[config.mk]
export PLATFORM = sky130hd
export DESIGN_NAME = fetch_unit
export DESIGN_NICKNAME = d
export VERILOG_FILES = /design/src/rtl/fetch_unit.sv
export SDC_FILE = /design/constraint.sdc
export NUM_CORES = 1
export LEC_CHECK = 0
export BUFFER_PORTS_ARGS = -buffer_cell sky130_fd_sc_hd__buf_2
export CORE_UTILIZATION = 42
export CTS_BUF_LIST = sky130_fd_sc_hd__clkbuf_8 sky130_fd_sc_hd__clkbuf_16
export CTS_CLUSTER_DIAMETER = 120
export DETAILED_ROUTE_END_ITERATION = 12
export GPL_TIMING_DRIVEN = 0
export PLACE_DENSITY_LB_ADDON = 0.3
export SYNTH_ARGS = -nofsm -noshare
export SYNTH_HDL_FRONTEND = slang
export SYNTH_SLANG_ARGS = --single-unit
[constraint.sdc]
create_clock -name clk -period 1.45 [get_ports clk]
set_clock_uncertainty 0.05 [all_clocks]
set_input_delay 0.145 -clock clk [delete_from_list [all_inputs] [get_ports clk]]
set_output_delay 0.145 -clock clk [all_outputs]
set_load 0.03 [all_outputs]
[src/rtl/fetch_unit.sv]
// Instruction fetch stage: holds the PC, fetches one op per memory handshake and hands it to the decoder.
// Optional FETCH_PERF_EN adds saturating fetch/stall performance counters.
module fetch_unit #(
  parameter int              PC_W     = 4,
  parameter int              OP_W     = 32,
  parameter logic [PC_W-1:0] RESET_PC = {PC_W{1'b0}}
) (
  input  logic            clk,
  input  logic            rst_n,
  output logic            imem_req,
  output logic [PC_W-1:0] imem_addr,
  input  logic            imem_ack,
  input  logic [OP_W-1:0] imem_rdata,
  output logic [OP_W-1:0] op_out,
  output logic            op_valid,
  input  logic            op_ready,
  output logic [PC_W-1:0] op_pc,
  input  logic            pc_we,
`ifdef FETCH_PERF_EN
  input  logic [PC_W-1:0] pc_in,
  output logic [15:0]     fetch_cnt,
  output logic [15:0]     stall_cnt
`else
  input  logic [PC_W-1:0] pc_in
`endif
);

  localparam logic [1:0] IDLE  = 2'd0;
  localparam logic [1:0] REQ   = 2'd1;
  localparam logic [1:0] VALID = 2'd2;

  logic [1:0]      state;
  logic [PC_W-1:0] pc;
  logic            accept;

  assign imem_req  = (state == REQ);
  assign imem_addr = pc;
  assign accept    = (state == VALID) && op_valid && op_ready;

  // Redirect is only honoured on the edge where the decoder consumes the op.
  always_ff @(posedge clk or negedge rst_n) begin
    if (!rst_n) begin
      state    <= IDLE;
      pc       <= RESET_PC;
      op_out   <= '0;
      op_valid <= 1'b0;
      op_pc    <= '0;
    end else begin
      case (state)
        IDLE: state <= REQ;
        REQ: begin
          if (imem_ack) begin
            op_out   <= imem_rdata;
            op_pc    <= pc;
            op_valid <= 1'b1;
            state    <= VALID;
          end
        end
        VALID: begin
          if (accept) begin
            op_valid <= 1'b0;
            pc       <= pc_we ? pc_in : pc + {{(PC_W-1){1'b0}}, 1'b1};
            state    <= REQ;
          end
        end
        default: state <= IDLE;
      endcase
    end
  end

`ifdef FETCH_PERF_EN
  always_ff @(posedge clk or negedge rst_n) begin
    if (!rst_n) begin
      fetch_cnt <= 16'd0;
      stall_cnt <= 16'd0;
    end else begin
      if (accept && (fetch_cnt != 16'hFFFF))
        fetch_cnt <= fetch_cnt + 16'd1;
      if (imem_req && !imem_ack && (stall_cnt != 16'hFFFF))
        stall_cnt <= stall_cnt + 16'd1;
    end
  end
`endif

endmodule
# Word level (Yosys, flattened, before mapping)

Cells that the tools add are included.

$add $sub $neg: 1
Multipliers: 0
Divide/modulo/power cells: 0
$lt $le $gt $ge: 0
Eq/ne operators: 4
Shift operators: 0
Mux-type cells: 7
Bitwise operators: 0
Reduce and logical (&&, ||, !) cells: 8

Operators by type and width:

| operator            | number |
|---|---|
| $pmux 2 s3          | 1 |
| $reduce_and 2->1    | 3 |
| $add 4x1->4 const B | 1 |
| $mux 2              | 2 |
| $mux 4              | 1 |
| $reduce_and 3->1    | 1 |
| $eq 2x1->1 const B  | 1 |
| $eq 2x2->1 const B  | 1 |
| $logic_and 1x1->1   | 2 |
| $logic_not 2->1     | 1 |
| $mux 1              | 2 |
| $ne 2x1->1 const B  | 1 |
| $ne 2x2->1 const B  | 1 |
| $pmux 1 s2          | 1 |
| $reduce_bool 2->1   | 1 |

Register bits: 43
Latch bits: 0
RAM bits: 0
Memory bits (read-only): 0
Output and inout bits: 42
Memories kept: 0

# Longest topological paths before layout

Gate-level depths: netlist (run 1).

Depth after elaboration: 5
Mapped depth: 5
Gate-level depth less buffers: 5

# Worst setup path after synthesis (run 1)

No wires, ideal clock.

Path type: register to register
Start point: reg state[1]
End point: reg op_out[0]
Arrival: 1.504 ns
Data required time: 1.275 ns
Path slack: -0.229 ns
Stages on the path, launching flop included: 6
Buffers on the path: 1
Clock period less this slack: 1.679 ns
Cells stage by stage: dfrtp_1 inv_1 ha_1 nand2_4 buf_6 mux2_4

Word-level cells in the longest chain between the ends: 2

RTL lines:

| what                       | RTL line | RTL |
|---|---|---|
| from (decl)                | 32       | `logic [1:0] state;` |
| from (signal assigned)     | 43       | `state <= IDLE;` |
| from (signal assigned)     | 50       | `IDLE: state <= REQ;` |
| from (signal assigned)     | 56       | `state <= VALID;` |
| $eq 2x1->1                 | --       |  |
| named net imem_req         | 10       | `output logic imem_req,` |
| $reduce_and 2->1 (no line) | --       |  |
| to (signal assigned)       | 53       | `op_out <= imem_rdata;` |
| to (decl)                  | 14       | `output logic [OP_W-1:0] op_out,` |

The timed path passes the listed nets, and every way through them passes these cells.
A chain may end at the register's enable or synchronous reset.

# Worst setup path in the final report (run 1)

Start point: reg state[0]
End point: reg state[1]

Word-level cells in the longest chain between the ends: 5
Elaborated cells between the ends (all ways): 9

RTL lines:

| what                           | RTL line | RTL |
|---|---|---|
| $eq 2x2->1                     | 38, 49   |  |
| $logic_and 1x1->1 (2 in a row) | 38       | `assign accept = (state == VALID) && op_valid && op_ready;` |
| $ne 2x2->1 (no line)           | --       |  |
| $reduce_and 2->1 (no line)     | --       |  |

Parallel ways exist; a longest one is shown, timed or not.

==> results of run 1 <==
==> metrics by stage <==
stage / std cells / TNS [ns] / instance area (um2) / total power, mW / util (%)
3_3_place_gp: 256 / -0.933 / 2410 / 5.53 / 54.9
6_report: 270 / 0 / 2610 / 6.48 / 59.4
3_5_place_dp: 256 / -1.00 / 2410 / 5.58 / 54.9
2_1_floorplan: 123 / 0 / 1940 / 4.72 / -
5_1_grt: 270 / -0.100 / 2610 / 6.87 / 59.4
4_1_cts: 266 / -0.125 / 2520 / 6.41 / 57.6
==> state kept, by name, summed over array words and instances, names as in the netlist <==
signal	cells
state	2
op_pc	4
op_out	32
imem_addr	4
op_valid	1
==> layer usage <==
layer / track usage [%] / part of all wire, % / vias to the layer above
met5: 0 / 0 / -
met4: 6.00 / 0.48 / 0
met3: 4.36 / 6.3 / 2
met2: 23.6 / 46 / 46
met1: 20.0 / 48 / 615
li1: - / - / 617
==> repair_timing <==
action	4_1_cts	5_1_grt
endpoints found under the setup margin	32	33
hold endpoints to repair	43	0
hold buffers	1	0
resized for setup	2	10
buffers inserted	2	4
pin swaps	0	1
==> cells by family after synthesis <==
family          after synthesis  synth area share (%)
compound gates               10                  3.96
fa+ha+maj                     6                  3.90
buf+inv                       7                  2.60
flops                        43                  55.9
mux                          39                  28.7
simple gates                 18                  4.94
==> worst min-delay path by stage <==
stage / end / slack (ns) / depth (start not counted)
6_report: op_out[4]$_DFFE_PN0P_ / 0.02 / 2
5_1_grt: op_out[0]$_DFFE_PN0P_ / 0.02 / 2
4_1_cts: op_out[4]$_DFFE_PN0P_ / 0.01 / 2
3_5_place_dp: op_out[16]$_DFFE_PN0P_ / 0.30 / 1
3_3_place_gp: op_out[18]$_DFFE_PN0P_ / 0.29 / 1
2_1_floorplan: imem_addr[0]$_DFFE_PN0P_ / -0.20 / 0
==> power by group through the flow <==
stage / sequential, mW / combinational, mW / clock (mW)
after detailed placement: 2.17 / 3.41 / 0
after floorplan: 3.29 / 1.43 / 0
after global routing: 2.25 / 3.80 / 0.830
after global placement: 2.14 / 3.39 / 0
after CTS: 2.16 / 3.47 / 0.785
final: 2.16 / 3.58 / 0.750
==> placed cells by master (no fill, tap or decap), drive strengths merged, types with 3 or more instances in the layout <==
| cell | netlist | routed |
|---|---|---|
| dfrtp | 43 | 43 |
| buf | 4 | 90 |
| ha | 6 | 6 |
| o21ai | 3 | 3 |
| clkbuf | 0 | 7 |
| nand2b | 3 | 3 |
| mux2 | 37 | 37 |
| nand3 | 5 | 5 |
| inv | 3 | 3 |
| nand2 | 6 | 6 |
==> area by class of cell <==
class                      instances  share of cell area [%]
clock buffer                       6                    3.17
sequential                        43                    41.4
inverter                           3                   0.432
tap                               52                    2.50
multi-input combinational         73                    32.1
buffer                             4                    2.50
timing repair buffer              88                    17.8
clock inverter                     1                   0.192
==> flow_summary.ini, run 1 <==
[sta]
tightest_slew_ns = 0.582
max_freq_mhz = 716
relSlewSlack_pct = 61.2
min_period_ns = 1.40
holdWs_ns = 0.0234
slew_viol_final = 0
setup_slack_ns = 0.0528
setup_viol = 0
rsz0062_at_grt = true
hold_violations = 0
min_period_over_period_pct = 96.4

[global_routing]
overflow = 0
grt_antenna_before_repair = 0
grt_pass1_vias = 1253
grt_max_degree = 44
grt_usage_pct = 15.2
grt_pass1_wl_um = 5830

[clocking]
cts_tree = yes
cts_inserted_buffers = 5
root_buffer = clkbuf_8
cts_buffer_depth = 2
clk_latency_ns = 0.28
path_clk_slew_ns = 0.08
htreeDepth = 2
clock_sinks = 43

[synthesis]
syn_avg_cell_area_um2 = 15.7
syn-num-nets = 170
netlist_instances = 123
ys_top_cells_by_count = 43 x dfrtp_1, 31 x mux2_4, 6 x ha_1, 5 x nand2_1, 5 x nand3_1
synth_enable_flop_cells = 0
synth.area.top_cells = dfrtp_1 56%, mux2_4 24%, ha_1 3.9%
synth_area_mm2 = 0.00193
synth_flop_cell = dfrtp_1
synth_warnings = 0
synth_async_sr_flop_share_pct = 100
synth_area_leader_cell = dfrtp_1
yosysMostFrequentCell = dfrtp_1
ys_types = 23
ys_seq_elements = 43
seq_area_frac_synth_pct = 55.9
yosysTopAreaCellShare_pct = 55.9

[setup_path]
slowest_stage = dfrtp_2
path_depth = 4
crit_fanout = 4
setup.worst_path.start = state[0]$_DFFE_PN0P_
max_stage_delay_ns = 0.45
worstSetupEndpointType = flip-flop
endpoint = state[1]$_DFFE_PN0P_
crit_path_start_kind = flip-flop
cp_cell_sequence = ha_4 > nand2b_4 > a21boi_4 > mux2_4
cp.required_ns = 1.57
reg2reg_depth = 4
critPathTopFamily = flip-flops
r2r_setup_slack_ns = 0.05
crit_type = reg -> reg
worst-path-buf-inv = 0
r2r-start = state[0]$_DFFE_PN0P_
r2r-end = state[1]$_DFFE_PN0P_
cp.arrival_ns = 1.52

[place]
io_buffers = 81
hpwl_um = 2500
place_ws_ns = -0.0429
gp_congestion = 0.670

[power_and_ir_drop]
seqPwrFrac_pct = 33.3
switching_power_mw = 2.72
power_frac_clock_pct = 11.6
leakagePower_nw = 1.40
internal_power_mw = 3.76
ir_drop_uv = 914
p_sw_share_pct = 42.0
p_per_area_mw_per_mm2 = 2490
combPwrFrac_pct = 55.2

[routing]
viasPerCell = 4.74
wl_um = 3540
vias = 1280
ant_nets = 0
drt_iter0_markers = 38
drtPass1Iterations = 4
drc = 0
wl_per_cell_um = 13.1

[die]
die_h_um = 69.7
num_rows = 24
die_x_um = 69.7
initial_core_util_pct = 43.9
dieArea_mm2 = 0.00486
io_pins = 83
core_area_mm2 = 0.00438

[layout]
multi_input_area_um2 = 836
drive_gt1_share_pct = 64.7
diodes = 0
syn_to_final_growth_pct = 35.3
fillCellCount = 354
register_area_mm2 = 0.00108
nets = 265

[run]
drv_cap = 0

[status]
status = completed

[min_path]
hp-class = in -> reg
hold_start = imem_rdata[4]
Note: power is estimated with default switching activity, not from simulation.
==> run 2: changes to the inputs <==
Settings changed: REMOVE_ABC_BUFFERS set to 1.
==> run 2 against run 1 <==
  * Clock power is 3.2% lower
  * Utilization is 0.71 points lower
  * Final area is 1.2% lower
  * Largest cell class unchanged
  * Register-to-register slack worse by 0.04 ns
  * Flip-flop and latch count stayed put
  * Via count is 1.3% higher
  * Worst hold slack worse by 0.0041 ns
  * Worst setup slack worse by 0.040 ns
  * Cell count is 0.74% lower
  * First-iteration DRC count is 32% higher
==> flow_summary.ini, run 2 (same netlist as run 1, synthesis figures left out) <==
[status]
status = completed

[place]
io_buffers = 82
place_ws_ns = -0.373
gp_congestion = 0.648
hpwl_um = 2260
place_area_mm2 = 0.00236

[routing]
wl_per_cell_um = 13.6
ant_nets = 0
vias = 1296
wl_um = 3640
drc = 0
drtPass1Iterations = 4
viasPerCell = 4.84
drt_iter0_markers = 50

[layout]
register_area_mm2 = 0.00108
drive_gt1_share_pct = 63.4
largest_register = op_out
nets = 262
diodes = 0
largest_register_ffs = 32
final_cell_area_mm2 = 0.00257
syn_to_final_growth_pct = 33.7
fillCellCount = 360
multi_input_area_um2 = 866
utilization_pct = 58.7
mostFrequentLayoutCell = buf_2
final_cell_mix = 80 x buf_2, 42 x dfrtp_1, 31 x mux2_4, 5 x nand2_1, 5 x clkbuf_8

[setup_path]
worst-path-buf-inv = 0
crit_path_start_kind = flip-flop
crit_fanout = 4
worstSetupEndpointType = flip-flop
cp.required_ns = 1.58
slowest_stage = dfrtp_2
critPathTopFamily = flip-flops
cp_cell_sequence = ha_4 > nand2b_4 > a21boi_4 > mux2_4
max_stage_delay_ns = 0.45
crit_type = reg -> reg
cp.arrival_ns = 1.56

[global_routing]
overflow = 0
grt_antenna_before_repair = 0
grt_max_degree = 44
grt_usage_pct = 16.3
grt_pass1_vias = 1249
grt_pass1_wl_um = 6140

[clocking]
clk_latency_ns = 0.29
path_clk_slew_ns = 0.08
htreeDepth = 2
cts_buffer_depth = 2
cts_inserted_buffers = 5
cts_tree = yes
clock_sinks = 43
root_buffer = clkbuf_8

[die]
io_pins = 83
dieArea_mm2 = 0.00486
initial_core_util_pct = 43.9
num_rows = 24
die_h_um = 69.7
die_x_um = 69.7
core_area_mm2 = 0.00438

[sta]
min_period_over_period_pct = 99.1
max_freq_mhz = 696
slew_viol_final = 0
hold_violations = 0
rsz0062_at_grt = true
setup_viol = 0
setup_slack_ns = 0.0132
min_period_ns = 1.44
tightest_slew_ns = 0.580
relSlewSlack_pct = 61.3

[power_and_ir_drop]
p_per_area_mw_per_mm2 = 2500
power_mw = 6.43
leakagePower_nw = 1.38
ir_drop_uv = 1010

[run]
drv_cap = 0

[min_path]
hp-class = in -> reg
==> run 2: metal layers <==
metal  part of all wire (%)  global-route usage [%]
met1                     49                    23.4
met4                    1.5                    6.00
met3                    6.4                    3.78
met2                     43                    24.3
met5                      0                       0
==> run 2: power by group <==
group          leakage [nW]  internal (mW)  switching, mW  total [mW]
clock                0.0453          0.330          0.396       0.726
sequential            0.508           1.80          0.346        2.14
combinational         0.823           1.54           2.03        3.57
total                  1.38           3.66           2.77        6.43
==> run 2: cell type report <==
type | instances | area share, %
Clock inverter | 3 | 0.632
Timing Repair Buffer | 88 | 18.2
Clock buffer | 5 | 2.67
Tap cell | 52 | 2.53
Inverter | 3 | 0.438
Multi-Input combinational cell | 74 | 33.6
Sequential cell | 43 | 41.9
==> run 2: worst register-to-register path: stages (launching register included) <==
cell and delay (ns):
dfrtp_2 0.45, ha_4 0.23, nand2b_4 0.09, a21boi_4 0.20, mux2_4 0.31
==> run 2: worst paths after layout <==
kind | slack (ns) | to | start | cells after the start
min in group asynchronous | 0.36 | op_out[0]$_DFFE_PN0P_ | rst_n | 2
hold reg to reg | 0.45 | op_out[5]$_DFFE_PN0P_ | op_out[5]$_DFFE_PN0P_ | 1
max in group asynchronous | 0.56 | state[0]$_DFFE_PN0P_ | rst_n | 2
setup reg to reg | 0.01 | state[1]$_DFFE_PN0P_ | state[0]$_DFFE_PN0P_ | 4
hold / removal | 0.02 | op_out[4]$_DFFE_PN0P_ | imem_rdata[4] | 2
setup / recovery | 0.01 | state[1]$_DFFE_PN0P_ | state[0]$_DFFE_PN0P_ | 4
==> run 2: stage by stage <==
step / cells / setup TNS (ns) / hold slack, ns
6_report: 268 / 0 / 0.0194
5_1_grt: 268 / -0.225 / 0.00467
4_1_cts: 266 / 0 / 0.00257
3_5_place_dp: 253 / -11.87 / 0.303
3_3_place_gp: 253 / -11.29 / 0.299
2_1_floorplan: 119 / -14.35 / -0.201
==> run 2: repair_timing <==
item | in CTS | in global routing
endpoints found under the hold margin | 43 | 1
gates cloned | 1 | 0
gates resized for setup | 9 | 4
buffers inserted | 3 | 1
hold buffers | 1 | 1
pin swaps | 2 | 1
endpoints found under the setup margin | 38 | 36
